===== src/rtl/fp_add_sub_unit_if.sv =====
// fp_add_sub_unit_if: issue-side request and floating write-back bundle for the FP add/sub unit
interface fp_add_sub_unit_if;
  logic        in_valid;
  logic        in_op;
  logic [31:0] in_a;
  logic [31:0] in_b;
  logic [4:0]  in_dest;
  logic        busy;
  logic        out_valid;
  logic [31:0] out_result;
  logic [4:0]  out_dest;
  logic        out_write_floating;
  modport master (
    output in_valid, in_op, in_a, in_b, in_dest,
    input  busy, out_valid, out_result, out_dest, out_write_floating
  );
  modport slave (
    input  in_valid, in_op, in_a, in_b, in_dest,
    output busy, out_valid, out_result, out_dest, out_write_floating
  );
endinterface


===== src/rtl/fp_add_sub_unit.sv =====
// fp_add_sub_unit: fixed-latency single-precision add/subtract, truncating, denormals flushed to zero
module fp_add_sub_unit #(
  parameter int          LATENCY     = 4,
  parameter logic [31:0] NAN_PATTERN = 32'h7FC00000
) (
  input logic           clk,
  input logic           rst_n,
  fp_add_sub_unit_if.slave bus
);
  typedef enum logic [2:0] {IDLE, UNPACK, ALIGN, ADD, NORM} state_t;
  state_t      state;
  logic        unused_latency;
  logic [31:0] ra, rb;
  logic        rop;
  logic [4:0]  rdest;
  logic        sa, sb, spec;
  logic [7:0]  ea, eb;
  logic [23:0] ma, mb;
  logic [31:0] spec_val;
  logic        sx, sub;
  logic [7:0]  ex;
  logic [26:0] mx, my;
  logic [27:0] sum;
  logic        valid_q;
  logic [31:0] result_q;
  logic [4:0]  dest_q;
  assign unused_latency = (LATENCY == 4);
  assign bus.busy = (state != IDLE);
  assign bus.out_valid = valid_q;
  assign bus.out_write_floating = valid_q;
  assign bus.out_result = result_q;
  assign bus.out_dest = dest_q;
  logic [7:0]  ea_n, eb_n;
  logic        sb_n, a_nan, b_nan, a_inf, b_inf;
  logic [31:0] spec_val_n;
  assign ea_n = ra[30:23];
  assign eb_n = rb[30:23];
  assign sb_n = rb[31] ^ rop;
  assign a_nan = (&ea_n) && (|ra[22:0]);
  assign b_nan = (&eb_n) && (|rb[22:0]);
  assign a_inf = (&ea_n) && !(|ra[22:0]);
  assign b_inf = (&eb_n) && !(|rb[22:0]);
  assign spec_val_n = (a_nan || b_nan || (a_inf && b_inf && (ra[31] != sb_n))) ? NAN_PATTERN :
                      a_inf ? {ra[31], 8'hFF, 23'h0} :
                      b_inf ? {sb_n, 8'hFF, 23'h0} : 32'h0;
  logic        swap;
  logic [7:0]  ey_n, diff;
  logic [26:0] yfull, yshift;
  logic        ylost;
  assign swap = {eb, mb} > {ea, ma};
  assign ey_n = swap ? ea : eb;
  assign diff = (swap ? eb : ea) - ey_n;
  assign yfull = {swap ? ma : mb, 3'b000};
  assign yshift = yfull >> diff;
  assign ylost = |(yfull & ((27'd1 << diff) - 27'd1));
  logic [4:0]  lz;
  logic [9:0]  e_norm;
  logic [22:0] frac;
  logic [31:0] res_n;
  // priority encoder: the highest set bit of the magnitude wins
  always_comb begin
    lz = '0;
    for (int i = 0; i < 27; i++) lz = sum[i] ? 5'(26 - i) : lz;
  end
  assign e_norm = sum[27] ? {2'b00, ex} + 10'd1 : {2'b00, ex} - {5'b0, lz};
  assign frac = sum[27] ? sum[26:4] : 23'((sum[26:0] << lz) >> 3);
  assign res_n = spec ? spec_val :
                 (sum == 28'd0) ? 32'h0 :
                 (e_norm[9] || e_norm == 10'd0) ? 32'h0 :
                 (e_norm >= 10'd255) ? {sx, 8'hFF, 23'h0} :
                 {sx, e_norm[7:0], frac};
  // control FSM and registered result outputs
  always_ff @(posedge clk or negedge rst_n) begin
    if (!rst_n) begin
      state    <= IDLE;
      valid_q  <= 1'b0;
      result_q <= 32'h0;
      dest_q   <= 5'h0;
    end else begin
      valid_q <= 1'b0;
      case (state)
        IDLE:    state <= bus.in_valid ? UNPACK : IDLE;
        UNPACK:  state <= ALIGN;
        ALIGN:   state <= ADD;
        ADD:     state <= NORM;
        NORM: begin
          state    <= IDLE;
          valid_q  <= 1'b1;
          result_q <= res_n;
          dest_q   <= rdest;
        end
        default: state <= IDLE;
      endcase
    end
  end
  // datapath stages advance one step per FSM state
  always_ff @(posedge clk) begin
    case (state)
      IDLE: if (bus.in_valid) begin
        ra    <= bus.in_a;
        rb    <= bus.in_b;
        rop   <= bus.in_op;
        rdest <= bus.in_dest;
      end
      UNPACK: begin
        sa       <= ra[31];
        sb       <= sb_n;
        ea       <= ea_n;
        eb       <= eb_n;
        ma       <= (ea_n == 8'd0) ? 24'h0 : {1'b1, ra[22:0]};
        mb       <= (eb_n == 8'd0) ? 24'h0 : {1'b1, rb[22:0]};
        spec     <= a_nan || b_nan || a_inf || b_inf || (ea_n == 8'd0 && eb_n == 8'd0);
        spec_val <= spec_val_n;
      end
      ALIGN: begin
        sx  <= swap ? sb : sa;
        ex  <= swap ? eb : ea;
        mx  <= {swap ? mb : ma, 3'b000};
        my  <= {yshift[26:1], yshift[0] | ylost};
        sub <= sa ^ sb;
      end
      ADD: sum <= sub ? {1'b0, mx} - {1'b0, my} : {1'b0, mx} + {1'b0, my};
      default: ;
    endcase
  end
endmodule


===== src/flat_wrapper.sv =====
// flat-port wrapper written by rule: the top's interface ports become plain ports
module fp_add_sub_unit_flat 
#(
  parameter int          LATENCY     = 4,
  parameter logic [31:0] NAN_PATTERN = 32'h7FC00000
)
  (clk, rst_n, bus_in_valid, bus_in_op, bus_in_a, bus_in_b, bus_in_dest, bus_busy, bus_out_valid, bus_out_result, bus_out_dest, bus_out_write_floating);
  fp_add_sub_unit_if bus_i ();
  input logic clk;
  input logic rst_n;
  input wire logic [$bits(bus_i.in_valid)-1:0] bus_in_valid;
  input wire logic [$bits(bus_i.in_op)-1:0] bus_in_op;
  input wire logic [$bits(bus_i.in_a)-1:0] bus_in_a;
  input wire logic [$bits(bus_i.in_b)-1:0] bus_in_b;
  input wire logic [$bits(bus_i.in_dest)-1:0] bus_in_dest;
  output wire logic [$bits(bus_i.busy)-1:0] bus_busy;
  output wire logic [$bits(bus_i.out_valid)-1:0] bus_out_valid;
  output wire logic [$bits(bus_i.out_result)-1:0] bus_out_result;
  output wire logic [$bits(bus_i.out_dest)-1:0] bus_out_dest;
  output wire logic [$bits(bus_i.out_write_floating)-1:0] bus_out_write_floating;
  assign bus_i.in_valid = bus_in_valid;
  assign bus_i.in_op = bus_in_op;
  assign bus_i.in_a = bus_in_a;
  assign bus_i.in_b = bus_in_b;
  assign bus_i.in_dest = bus_in_dest;
  assign bus_busy = bus_i.busy;
  assign bus_out_valid = bus_i.out_valid;
  assign bus_out_result = bus_i.out_result;
  assign bus_out_dest = bus_i.out_dest;
  assign bus_out_write_floating = bus_i.out_write_floating;
  fp_add_sub_unit #(.LATENCY(LATENCY), .NAN_PATTERN(NAN_PATTERN)) u_core (.clk(clk), .rst_n(rst_n), .bus(bus_i));
endmodule

===== config.mk =====
export PLATFORM = sky130hd
export DESIGN_NAME = fp_add_sub_unit_flat
export DESIGN_NICKNAME = d
export VERILOG_FILES = /design/src/rtl/fp_add_sub_unit_if.sv /design/src/rtl/fp_add_sub_unit.sv /design/src/flat_wrapper.sv
export SDC_FILE = /design/constraint.sdc
export NUM_CORES = 1
export LEC_CHECK = 0
export BUFFER_PORTS_ARGS = -buffer_cell sky130_fd_sc_hd__buf_4
export CAP_MARGIN = 20
export CORE_MARGIN = 5
export CORE_UTILIZATION = 40
export CTS_BUF_LIST = sky130_fd_sc_hd__clkbuf_8
export DETAILED_ROUTE_END_ITERATION = 6
export GPL_TIMING_DRIVEN = 0
export PLACE_DENSITY = 0.7
export SLEW_MARGIN = 5
export SYNTH_ARGS = -nofsm -noshare
export SYNTH_HDL_FRONTEND = slang
export SYNTH_SLANG_ARGS = --single-unit

===== constraint.sdc =====
create_clock -name clk -period 5.7 [get_ports clk]
set_input_delay 0 -clock clk [delete_from_list [all_inputs] [get_ports clk]]
set_output_delay 0 -clock clk [all_outputs]
set_load 0.01 [all_outputs]

* Yosys cells after proc, flatten, opt, wreduce, memory -nomap -nowiden
Cells that the tools add are included.
** Storage, ports and cells
- Flip-flop bits (word level) :: 299
- Bits of input ports :: 73
** Operators by class
- Bitwise logic cells :: 4
- Magnitude comparators :: 2
- Multiplexer cells :: 46
- Shifts and indexed selects :: 3
- $add $sub $neg :: 6
- Equality and inequality tests :: 5
- Reduce and logical (&&, ||, !) cells :: 28
** Operators by type and width (count)
- 32-bit 2-to-1 mux :: 5
- 5-bit 2-to-1 mux :: 27
- 24-bit 2-to-1 mux :: 4
- 23-bit OR reduction :: 2
- 32-bit greater-than comparator :: 1
- 31-bit 2-to-1 mux :: 1
- 27-bit by 27-bit adder with 28-bit output :: 1
- 28-bit zero test :: 1
- 28-bit 2-to-1 mux :: 1
- 27-bit by 27-bit subtractor with 28-bit output :: 1
- 27-bit bitwise AND :: 1
- 27-bit OR reduction :: 1
- 1-bit by 8-bit left shift with 27-bit output (first input constant) :: 1
- 27-bit by 5-bit left shift with 26-bit output :: 1
- 27-bit by 8-bit right shift with 27-bit output :: 1
- 27-bit by 1-bit subtractor with 27-bit output (second input constant) :: 1
- 23-bit 2-to-1 mux :: 1
- 8-bit zero test :: 2
- 8-bit 2-to-1 mux :: 2
- 8-bit AND reduction :: 2
- 3-bit one-hot mux with 4 select lines :: 1
- 10-bit by 8-bit >= comparator with 1-bit output (second input constant) :: 1
- 10-bit zero test :: 1
- 10-bit 2-to-1 mux :: 1
- other kinds (17) :: 33

* Depth between registers and ports, before layout
Gate-level depths: netlist of the first run.
- Depth after elaboration :: 34
- Depth in mapped cells :: 28
- Depth with buffers taken out :: 23

* Worst setup path after synthesis of the first run
Ideal clock, no wire load.
- Kind :: flip-flop to flip-flop
- From :: register u_core.state[1]
- To :: register u_core.state[1]
- Stages on the path, launching flop included :: 3
- Period minus slack after synthesis :: 6.192 ns
- Data arrival time :: 6.098 ns
- Path slack :: -0.492 ns
- Required time :: 5.605 ns
- Library setup time :: 0.095 ns
- Cell sequence :: dfrtp_1 nor3b_1 or2_2
** Between the ends
- Word-level cells in the longest chain between the ends :: 2
- Elaborated cells on any way between the ends :: 5
- Classes of those cells :: eq/ne (3); mux (1); reduce/logical (1)
** RTL lines
- from (decl) :: RTL line fp_add_sub_unit.sv:11 : state_t state;
- from (signal assigned) :: RTL line fp_add_sub_unit.sv:82 : IDLE: state <= bus.in_valid ? UNPACK : IDLE;
- 3-bit by 2-bit equality test with 1-bit output, or another cell as far along :: RTL line fp_add_sub_unit.sv:81 : case (state)
- 3-bit one-hot mux with 4 select lines (*) :: RTL line fp_add_sub_unit.sv:81
Every way passes the cells marked *; elsewhere a longest branch is shown, timed or not.
A chain may end at the register's enable or synchronous reset.

* Worst setup path in the final report of the first run
- From :: register u_core.mb[14]
- To :: register u_core.my[0] (data pin)
** Between the ends
- Word-level cells in the longest chain between the ends :: 8
- Elaborated cells on any way between the ends :: 11
- Classes of those cells :: add/sub (2); order compare (1); shift (2); mux (3); bitwise (2); reduce/logical (1)
** RTL lines
- from (decl) :: RTL line fp_add_sub_unit.sv:18 : logic [23:0] ma, mb;
- from (signal assigned) :: RTL line fp_add_sub_unit.sv:111 : mb <= (eb_n == 8'd0) ? 24'h0 : {1'b1, rb[22:0]};
- 32-bit greater-than comparator :: RTL line fp_add_sub_unit.sv:50 : assign swap = {eb, mb} > {ea, ma};
- 8-bit 2-to-1 mux, on equally long branches :: RTL line fp_add_sub_unit.sv:52, fp_add_sub_unit.sv:51
- 8-bit subtractor :: RTL line fp_add_sub_unit.sv:52 : assign diff = (swap ? eb : ea) - ey_n;
- 1-bit by 8-bit left shift with 27-bit output :: RTL line fp_add_sub_unit.sv:55 : assign ylost = |(yfull & ((27'd1 << diff) - 27'd1));
- 27-bit by 1-bit subtractor with 27-bit output :: RTL line fp_add_sub_unit.sv:55
- 27-bit bitwise AND :: RTL line fp_add_sub_unit.sv:55
- 27-bit OR reduction :: RTL line fp_add_sub_unit.sv:55
- 1-bit bitwise OR (*) :: RTL line fp_add_sub_unit.sv:119 : my <= {yshift[26:1], yshift[0] | ylost};
- to (signal assigned) :: RTL line fp_add_sub_unit.sv:119
- to (decl) :: RTL line fp_add_sub_unit.sv:22 : logic [26:0] mx, my;
Marks and branches as above.

==> run metrics, run 1 <==
Power Dens Cells=673 nW/um^2; Area growth, synth to finish=21.2%; IO Count=~110; GRT overflow=0; Syn Nets=1,770; pin count of the biggest net entering global routing=between 40 and 50; Post-Syn Area per Cell=10.5 sq um; Synth Flop Type=edfxtp_1; Worst-Margin Slew=1.04 ns; Root Driver=clkbuf_8; hold_sp=bus_in_dest[1]; synth unique cells=99; critical path's most frequent cell=o211ai_1; most area-consuming cells after synthesis=edfxtp_1 (41%), mux2i_1 (7.2%), ha_1 (6.5%); drt first-iter violations=950; maxcap violations=0; Hold Path End=u_core.rdest[1]; first drt pass iteration count=5; Post-Synthesis Cells=1,607; RSZ-0062 raised after global routing=false; crit path time final=5.52 ns; number of buffers created by CTS=46; Non-Filler Instances=2,434; Hold Crit Depth=2; number of global-route vias before repair=13,700; Hold Violations, Final=0; FF-to-FF End=u_core.my[0]; clock net sink count=270; CP delay by family, top=compound AO/OA/AOI/OAI gates; via count=~14,000; Setup WS post-layout=0.181 ns; Buf/Inv on CP=5; Starting Density=40.4%; Final Setup Violations=0; first-pass GRT wire length=75.5 mm; Min-Delay Path Class=input port to flop; die width=216 um; placed insts=2,269; Clock Pin Slew Worst Setup and Hold Paths=0.06 ns; ANT nets after route=0; Worst R2R Path Depth=22; GP Congestion=0.975; die area=roughly 47,000 sq um; WP data arrival=5.84 ns; # rows=75; EDFF count, synth=229; htree depth=2; area fraction of the dominant cell type after synthesis=40.6%; post-detail-place hpwl=36.8 mm; most common cell after layout, fill and taps aside=edfxtp_1; WL final=48.1 mm; Crit. End Element=flop; Final Cycle Share=96.8%; Max Fclk=0.181 GHz; worst slack, placed=-1.35 ns; Leak=approximately 8.2 nW; GRT Overall Usage=20.2%; worst vdd rail ir drop=between 0.2 and 0.3 mV; startpoint types=flop; setup tns final=0 ns; Critical Path Slowest Stage Cell=or4_4; CP max FO=19; # DRC=0; Warnings, synthesis=0; Clock Latency Late Sink=just over 0.6 ns; CP cell instances=ha_1, nand4_2, or4_4, o211ai_1, a31oi_2, a21oi_4, buf_12, buf_16, buf_16, mux2i_2, ha_2, inv_1, o211ai_1, o21ai_1, or3_1, buf_6, nor2_4, o21ai_1, a221oi_2, o211ai_1, a2111oi_4, nand4_1; WL per Instance=19.8 um; commonest cells after routing, fill and taps aside=edfxtp_1 (229), buf_4 (144), nand2_1 (128); r2r startpoint=u_core.mb[14]; biggest area consumer among synthesized cells=edfxtp_1; reg2reg setup slack=0.18 ns; nets=just over 2,000; Mapped Area=16,900 sq um; Async S/R FF share, synth=between 15 and 20%; Final Slew Violations=0; Total Power=between 10 and 15 mW; max incr delay on CP=0.61 ns; I/O Buffers=between 100 and 150; CTS tree=yes; status=complete, no violations; critical path class=flop to flop; CTS Buffer Depth=3; Slew HR=30.0%; #FFs+latches synth=270; Die Y=216 um; initial antenna violation count=0; Core ar.=about 42,000 sq um; ant diodes=0; vias per std cell=between 5 and 6; hold slack final=0.109 ns; sequential fraction of the synthesis area=46.7%; Fin Clk Skew=0.0424 ns; share of cells above drive strength 1=17.1%; Critical Path RT=6.02 ns
-- metrics by stage --
step,util (%),area [sq um]
after floorplan,-,16900
after global placement,44.1,18400
after detailed placement,44.5,18600
after CTS,48.5,20300
after global routing,49.0,20500
final,49.0,20500
-- synthesized netlist by cell type (10+ instances only) --
library cell and n:
xnor2_1 29, nor3_1 45, ha_1 88, dfrtp_1 41, clkbuf_1 40, a21oi_1 80, o22a_1 11, a22oi_1 17
nand2b_1 13, mux2_2 40, o211ai_1 17, o22ai_1 10, edfxtp_1 229, a21o_1 12, xor2_1 14, o31ai_1 15
mux2i_1 122, nand2_1 129, and2_1 53, inv_1 100, nor4_1 25, nor2_1 111, buf_2 13, o21ai_0 79
nand4_1 17, a211oi_1 19, a31oi_1 13, nand3_1 37, nor2b_1 17
-- layout make-up --
| class | count | area (sq um) |
|---|---|---|
| repair buffers | 221 | 1930 |
| plain buffers | 62 | 353 |
| inverters | 104 | 395 |
| fillers | 3743 | 21300 |
| clock inverters | 27 | 149 |
| multi-input cells | 1165 | 8470 |
| clock buffers | 46 | 633 |
| well taps | 539 | 674 |
| flip-flops and latches | 270 | 7900 |
-- flip-flops by register name, summed over array words and instances, names as in the netlist, 8 cells and up --
register / cells
u_core.bus.out_result: 32
u_core.my: 27
u_core.ea: 8
u_core.eb: 8
u_core.ex: 8
u_core.sum: 28
u_core.ma: 24
u_core.ra: 32
u_core.rb: 32
u_core.mx: 24
u_core.mb: 24
-- where the power goes --
group	internal (mW)	switching (mW)	leakage, nW
clock network	0.789	0.751	0.432
logic	3.34	5.17	5.11
registers	3.15	0.596	2.65
-- worst max path at each step --
stage	slack [ns]	depth (start not counted)	end	from
2_1_floorplan	0.14	2	u_core.state[1]	u_core.state[1]
3_3_place_gp	-1.31	25	u_core.my[0]	u_core.eb[2]
3_5_place_dp	-1.35	24	u_core.my[0]	u_core.eb[2]
4_1_cts	0.006	23	u_core.my[0]	u_core.mb[14]
5_1_grt	0.01	22	u_core.my[0]	u_core.mb[14]
6_report	0.18	22	u_core.my[0]	u_core.mb[14]
-- metal layers --
metal  wire, um  GRT usage (%)
met1      20000           25.0
met2      23900           35.2
met3       2280           3.45
met4       2010           7.68
met5          0              0
-- cell families after synthesis --
kind of cell | after synthesis | share of synthesized area, %
and+or+nand+nor | 490 | 14.3
AOI/OAI and AO/OA | 369 | 14.9
DFF | 270 | 46.7
buffers and inverters | 172 | 4.16
muxes | 170 | 10.6
adders and majority gates | 90 | 6.74
xor gates and xnor gates | 46 | 2.51
-- repair_timing --
item                                    4_1_cts  5_1_grt
buffers inserted                              6       17
hold endpoints to repair                    132        0
pin swaps                                     5        3
hold buffers                                 74        0
gates cloned                                  0        1
endpoints found under the setup margin       45       36
resized for setup                            35       20
No activity file was read; power rests on OpenSTA's default activity.
==> run 2, diff against run 1 <==
Settings changed: CELL_PAD_IN_SITES_DETAIL_PLACEMENT set to 1, CELL_PAD_IN_SITES_GLOBAL_PLACEMENT set to 1, CTS_CLUSTER_DIAMETER set to 50, PLACE_DENSITY 0.7 to 0.82.
==> run metrics, run 2 (synthesized netlist as in run 1, its figures left out) <==
Core ar.=41,900 sq um (unchanged); die width=216 um (unchanged); # rows=75 (unchanged); pin count of the biggest net entering global routing=42 (unchanged); setup tns final=0 ns (unchanged); ANT nets after route=0 (unchanged); GRT overflow=0 (unchanged); Final Instance Area=20,600 sq um (+0.55%); number of global-route vias before repair=15,100 (+10%); Critical Path RT=6.03 ns (about the same); critical path class=flop to flop; nets=2,030 (-0.15%); GRT Overall Usage=23.3% (+3.1 points); Power Internal=7.37 mW (+1.1%); Final Slew Violations=0 (unchanged); CP Launch Point=u_core.mb[15]; startpoint types=flop; Fin Clk Skew=0.0176 ns (-0.0249 ns); placed cell areas=18,600 sq um (about the same); Max Fclk=0.181 GHz (about the same); worst slack, placed=-1.33 ns (+0.0176 ns); status=complete, no violations; post-detail-place hpwl=40.9 mm (+11%); Layout Utilization=49.3% (+0.27 points); Final Setup Violations=0 (unchanged); first-pass GRT wire length=86.5 mm (+15%); CP max FO=19 (unchanged); CTS Buffer Depth=3 (unchanged); Worst-Margin Slew=1.03 ns (-0.00752 ns); share of cells above drive strength 1=17.5% (+0.39 points); WP data arrival=5.86 ns (+0.02 ns); Slew HR=30.5% (+0.51 points); first drt pass iteration count=5 (unchanged); maxcap violations=0 (unchanged); CTS tree=yes; htree depth=2 (unchanged); WL per Instance=23.0 um (+16%); die area=46,500 sq um (unchanged); I/O Buffers=112 (unchanged); # fillers=4,592 (+23%); clock net sink count=270 (unchanged); Die Y=216 um (unchanged); hold_sp=bus_in_b[22]; worst vdd rail ir drop=0.333 mV (+19%); Min-Delay Path Class=input port to flop; Clock Latency Late Sink=0.61 ns (about the same); GP Congestion=0.981 (+0.64%); crit path time final=5.52 ns (+0.00378 ns); Final Cycle Share=96.9% (about the same); Root Driver=clkbuf_8; WL final=56.1 mm (+17%); via count=14,100 (+3.4%); commonest cells after routing, fill and taps aside=edfxtp_1 (229), buf_4 (138), nand2_1 (127); ant diodes=0 (unchanged); number of buffers created by CTS=47 (+2.2%); Starting Density=40.4% (unchanged); IO Count=113 (unchanged); hold slack final=0.107 ns (-0.00264 ns); Area growth, synth to finish=21.9%; # DRC=0 (unchanged); Leak=8.23 nW (+0.47%); Clock Pin Slew Worst Setup and Hold Paths=0.07 ns (about the same); clock power share=12.1% (+0.9 points); drt first-iter violations=851 (-10%); most common cell after layout, fill and taps aside=edfxtp_1; Sw Pwr=6.86 mW (+5.2%); Reg power frac=26.8% (-0.4 points); Setup WS post-layout=0.177 ns (-0.00378 ns); Hold Violations, Final=0 (unchanged); initial antenna violation count=0 (unchanged); r2r startpoint=u_core.mb[15]; vias per std cell=5.79 (+3.3%); Crit. End Element=flop; Power Dens Cells=690 nW/um^2 (+2.5%); Sw Ratio=48.2% (+1.0 points); Gate power share=61.1% (-0.6 points)
-- run 2: layer usage --
layer  up-vias  routed length, um  GRT usage [%]
met5         -                  0              0
met1      7059              22400           27.5
met4         0               1940           8.45
met2       425              29300           43.1
li1       6512                  -              -
met3       113               2460           3.08
-- run 2: layout make-up --
| type | instances | area, sq um | share of cell area (%) |
|---|---|---|---|
| Tap cell | 539 | 674 | 3.27 |
| Inverter | 104 | 398 | 1.93 |
| Clock buffer | 47 | 647 | 3.14 |
| Buffer | 62 | 339 | 1.64 |
| Timing Repair Buffer | 217 | 1930 | 9.35 |
| Sequential cell | 270 | 7900 | 38.3 |
| Multi-Input combinational cell | 1165 | 8500 | 41.2 |
| Clock inverter | 34 | 233 | 1.13 |
-- run 2: worst paths after layout --
check | slack [ns] | endpoint | cells after the start
hold reg to reg | 0.44 | u_core.bus.out_dest[1] | 2
min in group asynchronous | 0.44 | u_core.bus.out_result[0] | 4
hold / removal | 0.11 | u_core.rb[22] | 2
max in group asynchronous | 5.05 | u_core.bus.out_result[23] | 4
setup / recovery | 0.18 | u_core.my[0] | 22
setup reg to reg | 0.18 | u_core.my[0] | 22
-- run 2: repair_timing --
| action | 4_1_cts | 5_1_grt |
|---|---|---|
| resized for setup | 34 | 25 |
| endpoints found under the hold margin | 144 | 0 |
| gates cloned | 0 | 1 |
| endpoints found under the setup margin | 47 | 34 |
| hold buffers | 74 | 0 |
| pin swaps | 4 | 3 |
| buffers inserted | 7 | 12 |
-- run 2: metrics by stage --
stage | total power [mW] | instances
CTS | 13.9 | 2427
floorplan | 9.34 | 1607
global placement | 11.6 | 2258
detailed placement | 12.0 | 2269
global route | 15.1 | 2438
finish | 14.2 | 2438
-- run 2: power by group through the flow --
stage	registers [mW]	logic (mW)	clock network, mW
2_1_floorplan	3.65	5.69	0
3_3_place_gp	3.85	7.76	0
3_5_place_dp	3.83	8.13	0
4_1_cts	3.79	8.38	1.74
5_1_grt	3.88	9.34	1.86
6_report	3.82	8.69	1.72
-- run 2: critical path, cell delays in order, from the launching register on --
cell       delay [ns]
edfxtp_1         0.44
ha_1             0.36
nand4_2          0.15
or4_4            0.62
o211ai_1         0.31
a31oi_2          0.13
a21oi_4          0.22
buf_12           0.15
buf_16           0.16
buf_8            0.21
mux2i_1          0.23
ha_2             0.22
inv_1            0.08
nand3_1          0.10
a21oi_2          0.08
or3_1            0.39
buf_6            0.16
nor2_4           0.17
o21ai_1          0.11
a221oi_2         0.26
o211ai_1         0.21
a2111oi_4        0.30
nand4_1          0.15
